==> src/rtl/tone_pkg.sv <==
// rtl/tone_pkg.sv - note codes, note frequencies, detector states and nominal-period helper
package tone_pkg;

  // Note codes share the index order of the note-generator bus
  localparam logic [3:0] NOTE_DO2  = 4'd0;
  localparam logic [3:0] NOTE_DO3  = 4'd1;
  localparam logic [3:0] NOTE_FA2  = 4'd2;
  localparam logic [3:0] NOTE_LA1  = 4'd3;
  localparam logic [3:0] NOTE_LA2  = 4'd4;
  localparam logic [3:0] NOTE_MI2  = 4'd5;
  localparam logic [3:0] NOTE_RE2  = 4'd6;
  localparam logic [3:0] NOTE_REB2 = 4'd7;
  localparam logic [3:0] NOTE_REB3 = 4'd8;
  localparam logic [3:0] NOTE_SIB2 = 4'd9;
  localparam logic [3:0] NOTE_SOL2 = 4'd10;
  localparam logic [3:0] NOTE_MUTE = 4'd11;
  localparam logic [3:0] NOTE_RE1  = 4'd12;
  localparam logic [3:0] NOTE_RE3  = 4'd13;
  localparam logic [3:0] NOTE_UNK  = 4'd15;

  localparam int NUM_ENTRIES = 14;

  // Note frequencies in centihertz
  localparam int unsigned F_LA2_CHZ  = 44000;
  localparam int unsigned F_LA1_CHZ  = 22000;
  localparam int unsigned F_DO2_CHZ  = 26163;
  localparam int unsigned F_DO3_CHZ  = 52325;
  localparam int unsigned F_RE1_CHZ  = 14683;
  localparam int unsigned F_RE2_CHZ  = 29366;
  localparam int unsigned F_RE3_CHZ  = 58733;
  localparam int unsigned F_REB2_CHZ = 27718;
  localparam int unsigned F_REB3_CHZ = 55437;
  localparam int unsigned F_MI2_CHZ  = 32963;
  localparam int unsigned F_FA2_CHZ  = 34923;
  localparam int unsigned F_SOL2_CHZ = 39200;
  localparam int unsigned F_SIB2_CHZ = 46616;

  typedef enum logic [1:0] {
    WAIT_FIRST,
    MEASURE,
    SCAN,
    UPDATE
  } det_state_e;

  // Frequency of a table entry; MUTE and unused codes have none (0)
  function automatic int unsigned note_chz(input int idx);
    case (idx)
      0:       return F_DO2_CHZ;
      1:       return F_DO3_CHZ;
      2:       return F_FA2_CHZ;
      3:       return F_LA1_CHZ;
      4:       return F_LA2_CHZ;
      5:       return F_MI2_CHZ;
      6:       return F_RE2_CHZ;
      7:       return F_REB2_CHZ;
      8:       return F_REB3_CHZ;
      9:       return F_SIB2_CHZ;
      10:      return F_SOL2_CHZ;
      12:      return F_RE1_CHZ;
      13:      return F_RE3_CHZ;
      default: return 0;
    endcase
  endfunction

  // Nominal period in clk cycles, rounded to nearest; 0 for entries without a frequency
  function automatic int unsigned p_nom(input longint unsigned clk_hz, input int unsigned f_chz);
    longint unsigned num;
    if (f_chz == 0) return 0;
    num = clk_hz * 64'd100 + 64'(f_chz >> 1);
    return 32'(num / 64'(f_chz));
  endfunction

endpackage

==> src/rtl/tone_edge_sync.sv <==
// rtl/tone_edge_sync.sv - input synchronizer, optional deglitch (TONE_DEGLITCH_EN), rising-edge pulse
module tone_edge_sync (
  input  logic clk_i,
  input  logic rst_ni,
  input  logic tone_i,
  output logic rise_o
);

  logic sync1_q, sync2_q;
  logic level;
  logic level_prev_q;

  // Two-flop synchronizer for the asynchronous note line
  always_ff @(posedge clk_i) begin
    if (!rst_ni) begin
      sync1_q <= 1'b0;
      sync2_q <= 1'b0;
    end else begin
      sync1_q <= tone_i;
      sync2_q <= sync1_q;
    end
  end

`ifdef TONE_DEGLITCH_EN
  logic       level_q;
  logic [1:0] agree_q;

  // Level follows the synchronized input only after four consecutive differing samples
  always_ff @(posedge clk_i) begin
    if (!rst_ni) begin
      level_q <= 1'b0;
      agree_q <= 2'd0;
    end else if (sync2_q == level_q) begin
      agree_q <= 2'd0;
    end else if (agree_q == 2'd3) begin
      level_q <= sync2_q;
      agree_q <= 2'd0;
    end else begin
      agree_q <= agree_q + 2'd1;
    end
  end

  assign level = level_q;
`else
  assign level = sync2_q;
`endif

  // Previous level for rising-edge detection
  always_ff @(posedge clk_i) begin
    if (!rst_ni) level_prev_q <= 1'b0;
    else         level_prev_q <= level;
  end

  assign rise_o = level & ~level_prev_q;

endmodule

==> src/rtl/tone_detector.sv <==
// rtl/tone_detector.sv - period-measuring note classifier with debounced note code (TONE_DEGLITCH_EN adds input deglitch)
module tone_detector
  import tone_pkg::*;
#(
  parameter int unsigned CLK_HZ      = 50_000_000,
  parameter int unsigned TIMEOUT_CYC = 1_000_000,
  parameter int unsigned TOL_SHIFT   = 6,
  parameter int unsigned STABLE_CNT  = 3,
  parameter int unsigned CNT_W       = 20
) (
  input  logic             clk,
  input  logic             rst_n,
  input  logic             tone_in,
  output logic [3:0]       note_code,
  output logic             note_valid,
  output logic [CNT_W-1:0] period_out,
  output logic             locked
);

  localparam logic [CNT_W-1:0] TIMEOUT = CNT_W'(TIMEOUT_CYC);
  localparam logic [3:0]       STABLE  = 4'(STABLE_CNT);

  logic rise;

  tone_edge_sync u_edge (
    .clk_i  (clk),
    .rst_ni (rst_n),
    .tone_i (tone_in),
    .rise_o (rise)
  );

  // Nominal periods are elaboration-time constants, one per code
  logic [CNT_W-1:0] pnom_tbl [16];
  for (genvar k = 0; k < 16; k++) begin : g_tbl
    localparam int unsigned PNOM = p_nom(64'(CLK_HZ), note_chz(k));
    assign pnom_tbl[k] = CNT_W'(PNOM);
  end

  det_state_e       state_q, state_d;
  logic [CNT_W-1:0] cnt_q, cnt_d;
  logic [CNT_W-1:0] period_q, period_d;
  logic [3:0]       idx_q, idx_d;
  logic [3:0]       scan_cand_q, scan_cand_d;
  logic [3:0]       prev_cand_q, prev_cand_d;
  logic [3:0]       stab_q, stab_d;
  logic [3:0]       note_q, note_d;
  logic             valid_q, valid_d;

  logic [CNT_W-1:0] nom, diff;
  logic             match;
  logic             timeout;

  // Window compare of the latched period against the entry under scan
  always_comb begin
    nom   = pnom_tbl[idx_q];
    diff  = (period_q > nom) ? (period_q - nom) : (nom - period_q);
    match = (idx_q != NOTE_MUTE) && (diff <= (nom >> TOL_SHIFT));
  end

  // A coincident edge wins over the timeout so the first edge after silence is never lost
  assign timeout = (cnt_q == TIMEOUT) && !rise;

  // Next-state: period counter, measure/scan/update sequencing, debounce and publish
  always_comb begin
    state_d     = state_q;
    cnt_d       = cnt_q;
    period_d    = period_q;
    idx_d       = idx_q;
    scan_cand_d = scan_cand_q;
    prev_cand_d = prev_cand_q;
    stab_d      = stab_q;
    note_d      = note_q;
    valid_d     = 1'b0;

    if (rise)                cnt_d = CNT_W'(1);
    else if (cnt_q != TIMEOUT) cnt_d = cnt_q + 1'b1;

    if (timeout) begin
      state_d = WAIT_FIRST;
      stab_d  = 4'd0;
      note_d  = NOTE_MUTE;
      valid_d = (note_q != NOTE_MUTE);
    end else begin
      case (state_q)
        WAIT_FIRST: begin
          if (rise) state_d = MEASURE;
        end
        MEASURE: begin
          if (rise) begin
            period_d    = cnt_q;
            idx_d       = 4'd0;
            scan_cand_d = NOTE_UNK;
            state_d     = SCAN;
          end
        end
        SCAN: begin
          // UNK doubles as "nothing matched yet", giving first-match-wins
          if (match && (scan_cand_q == NOTE_UNK)) scan_cand_d = idx_q;
          idx_d = idx_q + 4'd1;
          if (idx_q == 4'(NUM_ENTRIES - 1)) state_d = UPDATE;
        end
        UPDATE: begin
          if (scan_cand_q == prev_cand_q) stab_d = (stab_q < STABLE) ? (stab_q + 4'd1) : stab_q;
          else                            stab_d = 4'd1;
          prev_cand_d = scan_cand_q;
          if ((stab_d >= STABLE) && (scan_cand_q != note_q)) begin
            note_d  = scan_cand_q;
            valid_d = 1'b1;
          end
          state_d = MEASURE;
        end
        default: state_d = WAIT_FIRST;
      endcase
    end
  end

  // State register with synchronous active-low reset
  always_ff @(posedge clk) begin
    if (!rst_n) begin
      state_q     <= WAIT_FIRST;
      cnt_q       <= '0;
      period_q    <= '0;
      idx_q       <= 4'd0;
      scan_cand_q <= NOTE_UNK;
      prev_cand_q <= NOTE_UNK;
      stab_q      <= 4'd0;
      note_q      <= NOTE_MUTE;
      valid_q     <= 1'b0;
    end else begin
      state_q     <= state_d;
      cnt_q       <= cnt_d;
      period_q    <= period_d;
      idx_q       <= idx_d;
      scan_cand_q <= scan_cand_d;
      prev_cand_q <= prev_cand_d;
      stab_q      <= stab_d;
      note_q      <= note_d;
      valid_q     <= valid_d;
    end
  end

  assign note_code  = note_q;
  assign note_valid = valid_q;
  assign period_out = period_q;
  assign locked     = (note_q != NOTE_MUTE) && (note_q != NOTE_UNK);

endmodule

==> config.mk <==
export PLATFORM = sky130hd
export DESIGN_NAME = tone_detector
export DESIGN_NICKNAME = d
export VERILOG_FILES = /design/src/rtl/tone_pkg.sv /design/src/rtl/tone_edge_sync.sv /design/src/rtl/tone_detector.sv
export SDC_FILE = /design/constraint.sdc
export NUM_CORES = 1
export LEC_CHECK = 0
export BUFFER_PORTS_ARGS = -buffer_cell sky130_fd_sc_hd__buf_2
export CAP_MARGIN = 10
export CORE_AREA = 2 2 104 106
export CTS_CLUSTER_DIAMETER = 60
export DETAILED_ROUTE_END_ITERATION = 10
export DIE_AREA = 0 0 106 108
export PLACE_DENSITY = 0.88
export SLEW_MARGIN = 25
export SYNTH_ARGS = -nofsm -noshare
export SYNTH_HDL_FRONTEND = slang
export SYNTH_HIERARCHICAL = 1
export SYNTH_SLANG_ARGS = --single-unit
==> constraint.sdc <==
create_clock -name clk -period 5.6 [get_ports clk]
set_input_delay 1.68 -clock clk [delete_from_list [all_inputs] [get_ports clk]]
set_output_delay 1.68 -clock clk [all_outputs]
set_load 0.05 [all_outputs]
== Word level (Yosys, flattened, before mapping) ==
Memories as Yosys holds them, arrays and structs flattened.
Index checks and enable logic that the tools add are counted.
Word-level totals
  memories: 1
  register bits: 66
  output and inout port bits: 26
  logic and storage cells: 83
  ROM bits: 320
  input bits: 3
Memories
  (no name shown): words 16, bits a word 20, read ports 1, clocked after memory_dff 0, wr ports 0, RTL line tone_detector.sv:55  | nom = pnom_tbl[idx_q];
Operators by class
  mux-type cells: 21
  bitwise logic cells: 5
  $add $sub $neg: 5
  reductions and logical operators: 17
  equal/unequal tests: 16
  magnitude comparators: 5
Operators with widths (number)
  $mux W20: 3
  $sub A20 B20 Y20: 2
  $mux W4: 7
  $add A20 B1 Y20 const B: 1
  $eq A20 B20 Y1 const B: 1
  $gt A20 B20 Y1: 1
  $le A20 B14 Y1: 1
  $ne A20 B20 Y1 const B: 1
  $pmux W4 S2: 2
  $ne A4 B4 Y1 const B: 3
  $reduce_and A3 Y1: 3
  $add A4 B1 Y4 const B: 2
  $eq A4 B4 Y1 const B: 2
  $ne A2 B2 Y1 const B: 4
  $pmux W2 S4: 1
  $mux W2: 3
  $ge A5 B5 Y1 const B: 1
  $logic_and A1 B1 Y1: 5
  $mux W1: 5
  $not A4 Y5: 1
  $eq A2 B2 Y1 const B: 2
  $eq A4 B4 Y1: 1
  $ge A4 B2 Y1 const B: 1
  $lt A4 B2 Y1 const B: 1
  other kinds (10): 15

== Longest topological paths before layout ==
Gate-level depths: netlist (run 1).
  depth after elaboration: 11
  depth in mapped cells: 29
  mapped depth without buffers: 27

== Hierarchy ==
Netlist (run 1), hierarchy kept.
By module, submodules not included
  tone_detector: area each 5703.0 um^2, cells each 753, instances 1, sequential area each 1261.2 um^2
  tone_edge_sync: area each 92.6 um^2, cells each 7, instances 1, sequential area each 60.1 um^2

== Worst setup path after synthesis (run 1) ==
No wires, ideal clock.
  path kind: register to register
  start: register idx_q[0]
  end: register scan_cand_q[0]
  cell stages (with the launch flop): 25
  library setup time: 0.136 ns
  slack: 0.188 ns
  clock period less this slack: 5.412 ns
  data required time: 5.464 ns
  path buffers: 2
  data arrival time: 5.276 ns
  cell sequence: dfxtp_1 > inv_1 > ha_1 > or2_2 > and3_1 > a21oi_1 > ha_1 > clkbuf_1 > nand4_1 > or3_1 > nor3_1 > a21o_1 > a21oi_1 > clkbuf_1 > and3_1 > a21oi_1 > a21oi_1 > xnor2_1 > ha_1 > a2111oi_0 > a31oi_1 > nor4bb_1 > o211ai_1 > nor4_4 > a31oi_1
On the way
  cells in the longest elaborated chain, start to end: 11
  elaborated cells on any way between the ends: 16
  those cells by class: add/sub (2); order compare (2); eq/ne (2); mux (5); bitwise (1); reduce/logical (3); memory (1)
Ends and longest elaborated chain
  start: declaration: RTL line tone_detector.sv:42  | logic [3:0] idx_q, idx_d;
  start signal: assignment: RTL line tone_detector.sv:133  | idx_q <= idx_d;
  $not A4 Y5 (not written as such): RTL line tone_detector.sv:55
  $mem_v2 Z16 W20
  $mux W20 (not written as such) (2 in a row): RTL line tone_detector.sv:55
  $sub A20 B20 Y20 or $gt A20 B20 Y1 (tied branches): RTL line tone_detector.sv:56  | diff = (period_q > nom) ? (period_q - nom) : (nom - period_q);
  $mux W20: RTL line tone_detector.sv:56
  $le A20 B14 Y1: RTL line tone_detector.sv:57  | match = (idx_q != NOTE_MUTE) && (diff <= (nom >> TOL_SHIFT));
  $logic_and A1 B1 Y1: RTL line tone_detector.sv:57
  $logic_and A1 B1 Y1: RTL line tone_detector.sv:98  | if (match && (scan_cand_q == NOTE_UNK)) scan_cand_d = idx_q;
  $ne A2 B2 Y1 (no source line)
  $reduce_and A4 Y1 (no source line)
  end signal: assignment: RTL line tone_detector.sv:134  | scan_cand_q <= scan_cand_d;
  end: declaration: RTL line tone_detector.sv:43  | logic [3:0] scan_cand_q, scan_cand_d;
Several ways; a longest one is shown, not always the timed one. The select of a mux whose other input is x is not followed.
A chain may end at the register's enable or synchronous reset.

== Worst setup path after layout (run 1) ==
  start: register idx_q[0]
  end: register scan_cand_q[3]
On the way
  cells in the longest elaborated chain, start to end: 11
  elaborated cells on any way between the ends: 14
  those cells by class: add/sub (2); order compare (2); eq/ne (2); mux (3); bitwise (1); reduce/logical (3); memory (1)
Ends and longest elaborated chain (RTL line)
  $not A4 Y5 (not written as such): tone_detector.sv:55
  $mem_v2 Z16 W20
  $mux W20 (not written as such) (2 in a row): tone_detector.sv:55
  $sub A20 B20 Y20 or $gt A20 B20 Y1 (tied branches): tone_detector.sv:56
  $mux W20: tone_detector.sv:56
  $le A20 B14 Y1: tone_detector.sv:57
  $logic_and A1 B1 Y1 *: tone_detector.sv:57
  $logic_and A1 B1 Y1 *: tone_detector.sv:98
  $ne A2 B2 Y1 (no source line) *
  $reduce_and A4 Y1 (no source line) *
Every way passes the cells marked *; elsewhere a longest branch is shown, timed or not. The select of a mux whose other input is x is not followed.

==> summary.md, run 1 <==
| Metric | Value |
|---|---|
| Status | `completed` |
| FF-to-FF Start | `idx_q[0]` |
| Pwr dens | `196 nW/um2` |
| Flop2flop setup slack | `0.17 ns` |
| Top FF cell, synth | `dfxtp_1` |
| Drt drc | `0` |
| Yosys reg bits | `66` |
| Yosys warnings | `6` |
| Io pins | `29` |
| Placed instance area | `6090 um2` |
| Asr flop ratio synth | `0%` |
| Crit Reg-Reg Endpoint | `scan_cand_q[3]` |
| CP Depth | `27` |
| GRT Overall Usage | `27.3%` |
| Routed wire per std cell | `17.5 um` |
| CP peak stage delay | `0.40 ns` |
| Final ANT Viol Nets | `0` |
| Post-CTS Hold Fix Bufs | `0` |
| Core Rows | `37` |
| Endpoints failing hold | `0` |
| Worst setup path class | `reg -> reg` |
| Hold Path Depth | `1` |
| Tcrit/Tclk final | `97.0%` |
| PortBufs | `28` |
| First-pass GRT wire length | `25.2 mm` |
| Max-Cap Viols | `0` |
| Area grow syn2layout | `13.5%` |
| DIE AREA | `11400 um2` |
| Initial antenna violation count | `0` |
| Share of cells above drive strength 1 | `15.5%` |
| Most used cell, CP | `o21a_1` |
| Diode count | `0` |
| Post-Synthesis Net Count | `831` |
| Final std cells w/o fill | `929` |
| Hold Crit Class | `reg -> reg` |
| Worst Setup End Kind | `register` |
| Design Area, Final | `6580 um2` |
| Register area share after synthesis | `22.8%` |
| Fin. max-slew vios | `0` |
| Detailed Routing Iterations Pass 1 | `6` |
| Initial Util | `56.6%` |
| Max clock buf depth | `2` |
| Placed cells | `904` |
| Buf/Inv on CP | `4` |
| Clock root cell | `clkbuf_8` |
| CP startpoint kind | `register` |
| Num CTS Buffers | `9` |
| DP Wirelength | `11.8 mm` |
| Worst-path clk slew | `0.07 ns` |
| H-tree lvl count | `3` |
| Worst-path fanout max | `10` |
| Leak | `2.71 nW` |
| Remaining global-route overflow | `0` |
| Tot Pwr | `1.29 mW` |
| Die Y | `108 um` |
| Layout Skew | `0.0110 ns` |
| Vias in the first global route | `5149` |
| CP top delay family | `compound AO/OA/AOI/OAI gates` |
| Hold_ws | `0.432 ns` |
| Worst vdd ir | `0.000188 V` |
| Syn Inst Count | `760` |
| CTS tree | `yes` |
| Final Wtd Congestion | `1.02` |
| Die Width | `106 um` |
| Worst slew pin tran | `0.964 ns` |
| Pin count of the biggest net entering global routing | `39` |
| Hold Crit Endpoint | `u_edge/level` |
| Routed WL | `16.2 mm` |
| Min Tclk post-route | `5.43 ns` |
| Final core occ | `64.3%` |
| Clk_lat worst skew | `0.35 ns` |
| Synth Area per Inst | `7.63 um2` |
| Req. time, crit path | `5.81 ns` |
| Post-layout net count | `859` |
| Synth cell types | `66` |
| Clock Sinks | `66` |
| Critical path startpoint | `idx_q[0]` |
| DRT iter0 DRCs | `691` |
| Max-slew headroom at the worst pin | `34.7%` |
| Maximum clock rate | `184 MHz` |
| WP data arrival | `5.65 ns` |
| FF-to-FF path depth | `27` |
| Post-Syn Area | `5800 um2` |
| Slowest CP cell | `fa_2` |
| Min-delay src | `u_edge/sync1_q` |
| CORE AREA | `10200 um2` |
| Drt via density | `6.11` |
| Vias after detailed routing | `5672` |
| Final setup viols | `0` |
| Number of synthesized flops with an enable pin | `0` |
## metrics by stage
| stage | worst slack (ns) | setup TNS [ns] |
|---|---|---|
| after floorplan | 0.188 | 0 |
| after global placement | 0.365 | 0 |
| after detailed placement | 0.267 | 0 |
| after CTS | 0.239 | 0 |
| after global routing | -0.102 | -0.321 |
| final | 0.166 | 0 |
## registers in the layout (all words and copies together), names as in the netlist
| signal | count |
|---|---|
| cnt_q | 20 |
| idx_q | 4 |
| note_code | 4 |
| note_valid | 1 |
| period_out | 20 |
| prev_cand_q | 4 |
| scan_cand_q | 4 |
| stab_q | 4 |
| state_q | 2 |
| u_edge/level | 1 |
| u_edge/level_prev_q | 1 |
| u_edge/sync1_q | 1 |
## worst register-to-register path: stages, from the launching register on
cell	delay, ns
dfxtp_1	0.33
buf_6	0.15
ha_2	0.20
inv_1	0.09
nand2_1	0.08
o21ai_1	0.09
nand2_1	0.07
o21a_1	0.16
ha_4	0.19
fa_2	0.40
nor2b_2	0.15
o21bai_1	0.12
a211o_1	0.34
a31o_2	0.27
a21oi_1	0.18
buf_4	0.18
buf_12	0.11
mux2i_1	0.21
ha_1	0.27
nor2b_1	0.13
o21a_1	0.16
o21a_1	0.17
o21ai_1	0.16
a31oi_2	0.14
nor4bb_1	0.29
o211ai_1	0.17
nor4_4	0.37
a31oi_1	0.13
## cells in the mapped netlist (all sizes together) (12+ instances only)
cell / instances / area (um2)
clkbuf: 35 / 131
inv: 62 / 233
nand3: 28 / 140
a21boi: 24 / 180
a211oi: 14 / 105
mux2i: 14 / 140
nor2: 54 / 203
xor2: 17 / 149
nand2: 92 / 345
xnor2: 18 / 158
and2: 16 / 100
dfxtp: 66 / 1320
nand4: 12 / 75.1
o21ai: 35 / 175
ha: 66 / 826
o21a: 13 / 97.6
a21oi: 52 / 264
## metal layers
metal	part of all wire [%]	global-route usage, %	vias to the layer above
li1	-	-	2723
met1	42	35.2	2655
met5	0	0	-
met4	3.8	10.7	0
met2	48	46.6	243
met3	5.6	3.44	51
## layout by cell type, fill, tap and decap left out, types with 11 or more instances in the layout
| cell | n |
|---|---|
| a211oi_1 | 12 |
| buf_4 | 24 |
| inv_1 | 60 |
| ha_1 | 57 |
| o21ai_0 | 30 |
| dfxtp_1 | 65 |
| clkbuf_8 | 11 |
| mux2i_1 | 13 |
| xnor2_1 | 18 |
| o21a_1 | 13 |
| and2_1 | 15 |
| nand4_1 | 12 |
| a21oi_1 | 47 |
| nor2_1 | 52 |
| a21o_1 | 11 |
| nand2_1 | 91 |
| a21boi_0 | 23 |
| buf_2 | 28 |
| nand3_1 | 28 |
| xor2_1 | 17 |
## logic make-up after synthesis
family                     Yosys count  synth area share [%]
muxes                               17                  3.20
buffers and inverters              102                  6.93
DFF                                 66                  22.8
AOI/OAI and AO/OA                  206                  24.1
and+or+nand+nor                    266                  22.7
adders and majority gates           68                  14.9
xor gates and xnor gates            35                  5.29
## area by class of cell
class                   instances  area (um2)
flip-flops and latches         66        1330
well taps                     136         170
fillers                       830        3650
clock buffers                  11         151
inverters                      62         233
repair buffers                 57         385
multi-input cells             592        4210
clock inverters                 5         100
## worst max-delay path by stage
stage                           endpoint  slack [ns]
after global placement    scan_cand_q[0]        0.37
after floorplan           scan_cand_q[0]        0.19
after global routing      scan_cand_q[3]       -0.10
after CTS                 scan_cand_q[2]        0.24
final                     scan_cand_q[3]        0.17
after detailed placement  scan_cand_q[3]        0.27
## where the power goes
part           total (mW)  switching [mW]  internal, mW
combinational       0.292           0.174         0.119
clock               0.503           0.185         0.319
sequential          0.492          0.0119         0.480
## what timing repair did
item,in CTS,in global routing
buffers inserted,0,9
setup endpoints to repair,0,4
resized for setup,0,48
(Power assumes the default switching activity.)
==> run 2: changes to the inputs <==
CORE_AREA = 2 2 103 105   (was 2 2 104 106)
CTS_BUF_LIST = sky130_fd_sc_hd__clkbuf_4 sky130_fd_sc_hd__clkbuf_8   (was not set)
DIE_AREA = 0 0 105 107   (was 0 0 106 108)
PLACE_DENSITY = 0.89   (was 0.88)
==> run 2 against run 1 <==
Clock power shrank 25%. Clock-buffer cell count up 3. Cell count stayed put. Critical path depth unchanged. Global-route usage rose by 0.24 points. Clock skew up 0.0037 ns. Register-to-register slack gained 0.09 ns. First-iteration DRC count rose by 12%. Routed wire length down 4.2%. Hold slack worse by 0.0032 ns. Maximum frequency rose by 1.8%. Die area fell by 1.9%. Critical path type unchanged.
==> summary.md, run 2 (synthesis results as in run 1) <==
| Metric | Value |
|---|---|
| Seq pwr share | `42.4%` |
| Vias in the first global route | `5160` |
| Routed WL | `15.5 mm` |
| Pint | `804 uW` |
| Clock root cell | `clkbuf_8` |
| Tcrit/Tclk final | `95.4%` |
| Hold_ws | `0.429 ns` |
| Max clock buf depth | `2` |
| GRT Overall Usage | `27.5%` |
| Max-slew headroom at the worst pin | `39.1%` |
| Final ANT Viol Nets | `0` |
| Share of cells above drive strength 1 | `15.0%` |
| Setup TNS | `0 ns` |
| Fin. max-slew vios | `0` |
| Status | `completed` |
| Unrepaired setup endpoints after global routing | `false` |
| Comb pwr share | `25.2%` |
| Die Width | `105 um` |
| Area grow syn2layout | `12.1%` |
| WP data arrival | `5.55 ns` |
| Net Sw Frac | `31.0%` |
| Pwr dens | `179 nW/um2` |
| Psw | `360 uW` |
| Core Rows | `37` |
| Max-Cap Viols | `0` |
| Routed wire per std cell | `16.7 um` |
| Post-CTS Hold Fix Bufs | `0` |
| Initial Util | `57.4%` |
| Drt drc | `0` |
| DP Wirelength | `11.7 mm` |
| Diode count | `0` |
| CTS tree | `yes` |
| Detailed Routing Iterations Pass 1 | `5` |
| Min Tclk post-route | `5.34 ns` |
| CP startpoint kind | `register` |
| Layout Skew | `0.0147 ns` |
| Worst-path fanout max | `10` |
| Worst-path clk slew | `0.07 ns` |
| Worst vdd ir | `0.000146 V` |
| Filler cell count | `837` |
| Req. time, crit path | `5.81 ns` |
| Commonest non-fill, non-tap cell in the layout | `nand2_1` |
| Die Y | `107 um` |
| Final Wtd Congestion | `1.03` |
| Io pins | `29` |
| Worst setup path class | `reg -> reg` |
| DRT iter0 DRCs | `776` |
| Initial antenna violation count | `0` |
| Maximum clock rate | `187 MHz` |
| Num CTS Buffers | `9` |
| H-tree lvl count | `3` |
| Flop2flop setup slack | `0.26 ns` |
| Clock Power Share | `32.4%` |
| DIE AREA | `11200 um2` |
| Clk_lat worst skew | `0.35 ns` |
| Vias after detailed routing | `5622` |
| PortBufs | `28` |
| Worst slew pin tran | `0.900 ns` |
| Tot Pwr | `1.16 mW` |
| CORE AREA | `10100 um2` |
| Clock Sinks | `66` |
| Pin count of the biggest net entering global routing | `39` |
| Worst Setup End Kind | `register` |
| Commonest non-fill, non-tap cells in the layout | `nand2_1 (92), dfxtp_1 (64), inv_1 (60), ha_1 (59), nor2_1 (53)` |
| Hold Crit Class | `reg -> reg` |
| Post-layout net count | `859` |
| Final setup viols | `0` |
| Endpoints failing hold | `0` |
| Remaining global-route overflow | `0` |
| First-pass GRT wire length | `24.9 mm` |
| Leak | `2.69 nW` |
| Drt via density | `6.05` |
run 2: cell types whose count changed in the layout (fill, tap and decap cells not counted), moves of 2 or more:
cell,before,now
dfxtp_2,0,2
o21ai_0,30,33
ha_2,7,4
buf_4,24,28
o21ai_1,5,1
clkbuf_4,0,2
ha_1,57,59
buf_6,4,1
a21oi_2,5,3
bufinv_16,3,0
run 2: power by group through the flow:
stage          logic (mW)  clock network, mW  registers (mW)
2_1_floorplan       0.201                  0           0.503
3_3_place_gp        0.260                  0           0.503
3_5_place_dp        0.268                  0           0.504
4_1_cts             0.270              0.388           0.493
5_1_grt             0.323              0.407           0.495
6_report            0.294              0.377           0.494
run 2: stage by stage:
step                      cell area, um2  cells  worst slack (ns)  utilization [%]
after floorplan                     5800    760             0.188                -
after global placement              6120    909             0.296             60.7
after detailed placement            6120    909             0.148             60.7
after CTS                           6310    925             0.122             62.6
after global routing                6500    929            0.0154             64.4
final                               6500    929             0.260             64.4
run 2: repair_timing:
item	4_1_cts	5_1_grt
setup endpoints to repair	0	4
resized for setup	0	38
setup buffers	0	4
endpoints found under the hold margin	0	0
run 2: critical path: stages, from the launching register on:
cell and delay (ns):
dfxtp_1 0.33, buf_4 0.18, ha_2 0.21, inv_1 0.07, nand2_1 0.06, o21ai_0 0.08
nand2_1 0.08, o21a_2 0.17, ha_4 0.17, fa_2 0.36, nor2b_2 0.13, o21bai_1 0.10
a211o_1 0.35, a31o_4 0.27, a21o_4 0.23, buf_4 0.17, a211oi_2 0.20, a21oi_1 0.08
xor2_1 0.18, ha_1 0.33, nand4_1 0.11, nor2_2 0.15, a22o_1 0.15, a31oi_1 0.06
nor4bb_1 0.29, o211ai_1 0.19, nor4_4 0.36, a31oi_1 0.13
run 2: routing by layer:
layer  part of all wire (%)  vias to the layer above  global-route usage (%)
met3                    7.3                       53                    4.50
met2                     48                      286                    45.9
met1                     42                     2554                    34.6
met4                    3.6                        0                    13.2
li1                       -                     2729                       -
met5                      0                        -                       0
run 2: final cells by class:
cell class / count / area [um2] / area share (%)
well taps: 136 / 170 / 2.62
repair buffers: 57 / 362 / 5.57
flip-flops and latches: 66 / 1320 / 20.4
multi-input cells: 592 / 4220 / 64.9
clock inverters: 2 / 10.0 / 0.154
inverters: 62 / 233 / 3.58
clock buffers: 14 / 180 / 2.77
run 2: path summary, 6_finish.rpt:
check | startpoint | endpoint | depth (start not counted)
hold reg to reg | u_edge/sync1_q | u_edge/level | 1
hold / removal | u_edge/sync1_q | u_edge/level | 1
setup reg to reg | idx_q[0] | scan_cand_q[0] | 27
setup / recovery | idx_q[0] | scan_cand_q[0] | 27
==> run 3: changes to the inputs <==
BUFFER_PORTS_ARGS = -buffer_cell sky130_fd_sc_hd__clkbuf_2   (was -buffer_cell sky130_fd_sc_hd__buf_2)
CORE_AREA = 2 2 117 119   (was 2 2 103 105)
DIE_AREA = 0 0 119 121   (was 0 0 105 107)
PLACE_DENSITY = 0.74   (was 0.89)
==> run 3 against run 2 <==
Sequential share of layout area hardly changed. Via count down 2.9%. Die area is 28% higher. Non-clock buffer count fell by 4.
==> summary.md, run 3 (synthesis results as in run 1) <==
| Metric | Value |
|---|---|
| Status | `completed` |
| CORE AREA | `13100 um2` |
| Pin count of the biggest net entering global routing | `39` |
| CP startpoint kind | `register` |
| Fin. max-slew vios | `0` |
| CTS tree | `yes` |
| Min-delay src | `u_edge/sync1_q` |
| Placed instance area | `6140 um2` |
| Hold Crit Class | `reg -> reg` |
| Final ANT Viol Nets | `0` |
| Vias in the first global route | `5025` |
| Final setup viols | `0` |
| Design Area, Final | `6510 um2` |
| Post-layout net count | `855` |
| Die Width | `119 um` |
| Worst slew pin tran | `0.922 ns` |
| Area grow syn2layout | `12.3%` |
| Share of cells above drive strength 1 | `15.3%` |
| Commonest non-fill, non-tap cells in the layout | `nand2_1 (92), dfxtp_1 (64), inv_1 (60), ha_1 (58), nor2_1 (51)` |
| CP top delay family | `compound AO/OA/AOI/OAI gates` |
| Initial Util | `44.3%` |
| Setup TNS | `0 ns` |
| Io pins | `29` |
| Maximum clock rate | `186 MHz` |
| Cell Chain, Critical Path | `inv_2, ha_2, nand2_1, a21boi_0, o22ai_2, fa_2, nor2b_2, o21bai_1, a211o_1, a31o_2, a21oi_4, and3_1, a21oi_2, a21oi_1, xnor2_1, ha_2, a2111oi_4, a31oi_1, nor4bb_1, o211ai_1, nor4_4, a31oi_1` |
| DIE AREA | `14400 um2` |
| Clk_lat worst skew | `0.35 ns` |
| Worst vdd ir | `0.0000907 V` |
| DP Wirelength | `12.0 mm` |
| First-pass GRT wire length | `24.7 mm` |
| H-tree lvl count | `3` |
| Layout Skew | `0.0110 ns` |
| DRT iter0 DRCs | `414` |
| Drt drc | `0` |
| Req. time, crit path | `5.81 ns` |
| Slowest CP cell | `fa_2` |
| Drt via density | `5.65` |
| Vias after detailed routing | `5457` |
| Worst-path clk slew | `0.07 ns` |
| Initial antenna violation count | `0` |
| WP data arrival | `5.58 ns` |
| Die Y | `121 um` |
| Max-Cap Viols | `0` |
| Leak | `2.66 nW` |
| PortBufs | `28` |
| Critical path startpoint | `idx_q[0]` |
| GRT Overall Usage | `21.1%` |
| Remaining global-route overflow | `0` |
| Final Wtd Congestion | `0.985` |
| Buf/Inv on CP | `1` |
| Tcrit/Tclk final | `96.0%` |
| Core Rows | `42` |
| Post-CTS Hold Fix Bufs | `0` |
| Clock root cell | `clkbuf_8` |
| Detailed Routing Iterations Pass 1 | `5` |
| Endpoints failing hold | `0` |
| Routed WL | `15.3 mm` |
| CP peak stage delay | `0.41 ns` |
| Clock Sinks | `66` |
| Routed wire per std cell | `15.9 um` |
| FF-to-FF Start | `idx_q[0]` |
| Diode count | `0` |
| Min Tclk post-route | `5.37 ns` |
| Max clock buf depth | `2` |
| Pwr dens | `178 nW/um2` |
| Worst Setup End Kind | `register` |
| Max-slew headroom at the worst pin | `37.6%` |
| Worst setup path class | `reg -> reg` |
| Commonest non-fill, non-tap cell in the layout | `nand2_1` |
| Worst-path fanout max | `6` |
| Num CTS Buffers | `9` |
## run 3: where the power goes
group	internal [mW]	leakage, nW	switching, mW
clock	0.207	0.0992	0.180
sequential	0.481	0.535	0.0119
combinational	0.114	2.03	0.167
total	0.802	2.66	0.359
## run 3: worst paths after layout
kind                     to  slack [ns]  cells after the start
min reg2reg    u_edge/level        0.43                      1
max          scan_cand_q[0]        0.23                     22
min            u_edge/level        0.43                      1
max reg2reg  scan_cand_q[0]        0.23                     22
## run 3: layer usage
metal  global-route usage [%]  part of all wire, %  vias up
li1                         -                    -     2705
met5                        0                    0        -
met2                     35.2                   47      181
met1                     27.3                   44     2523
met4                     8.63                  3.6        0
met3                     3.24                  5.5       48
## run 3: timing repair
item                                    in CTS  in global routing
setup buffers                                0                  4
endpoints found under the setup margin       0                  4
resized for setup                            0                 44
endpoints found under the hold margin        0                  0
## run 3: cell type report
type	instances	area, um2
well taps	176	220
clock buffers	10	131
repair buffers	53	332
inverters	62	233
clock inverters	6	57.6
multi-input cells	592	4210
flip-flops and latches	66	1330
fillers	1244	6580
## run 3: metrics by stage
stage	hold slack [ns]	instances	setup WS [ns]	power (mW)	utilization, %
after global placement	0.408	945	0.202	0.762	47.0
final	0.430	965	0.226	1.16	49.8
after floorplan	0.406	760	0.188	0.704	-
after detailed placement	0.415	945	0.0140	0.766	47.0
after global routing	0.468	965	-0.0467	1.23	49.8
after CTS	0.432	961	0.0116	1.15	48.4
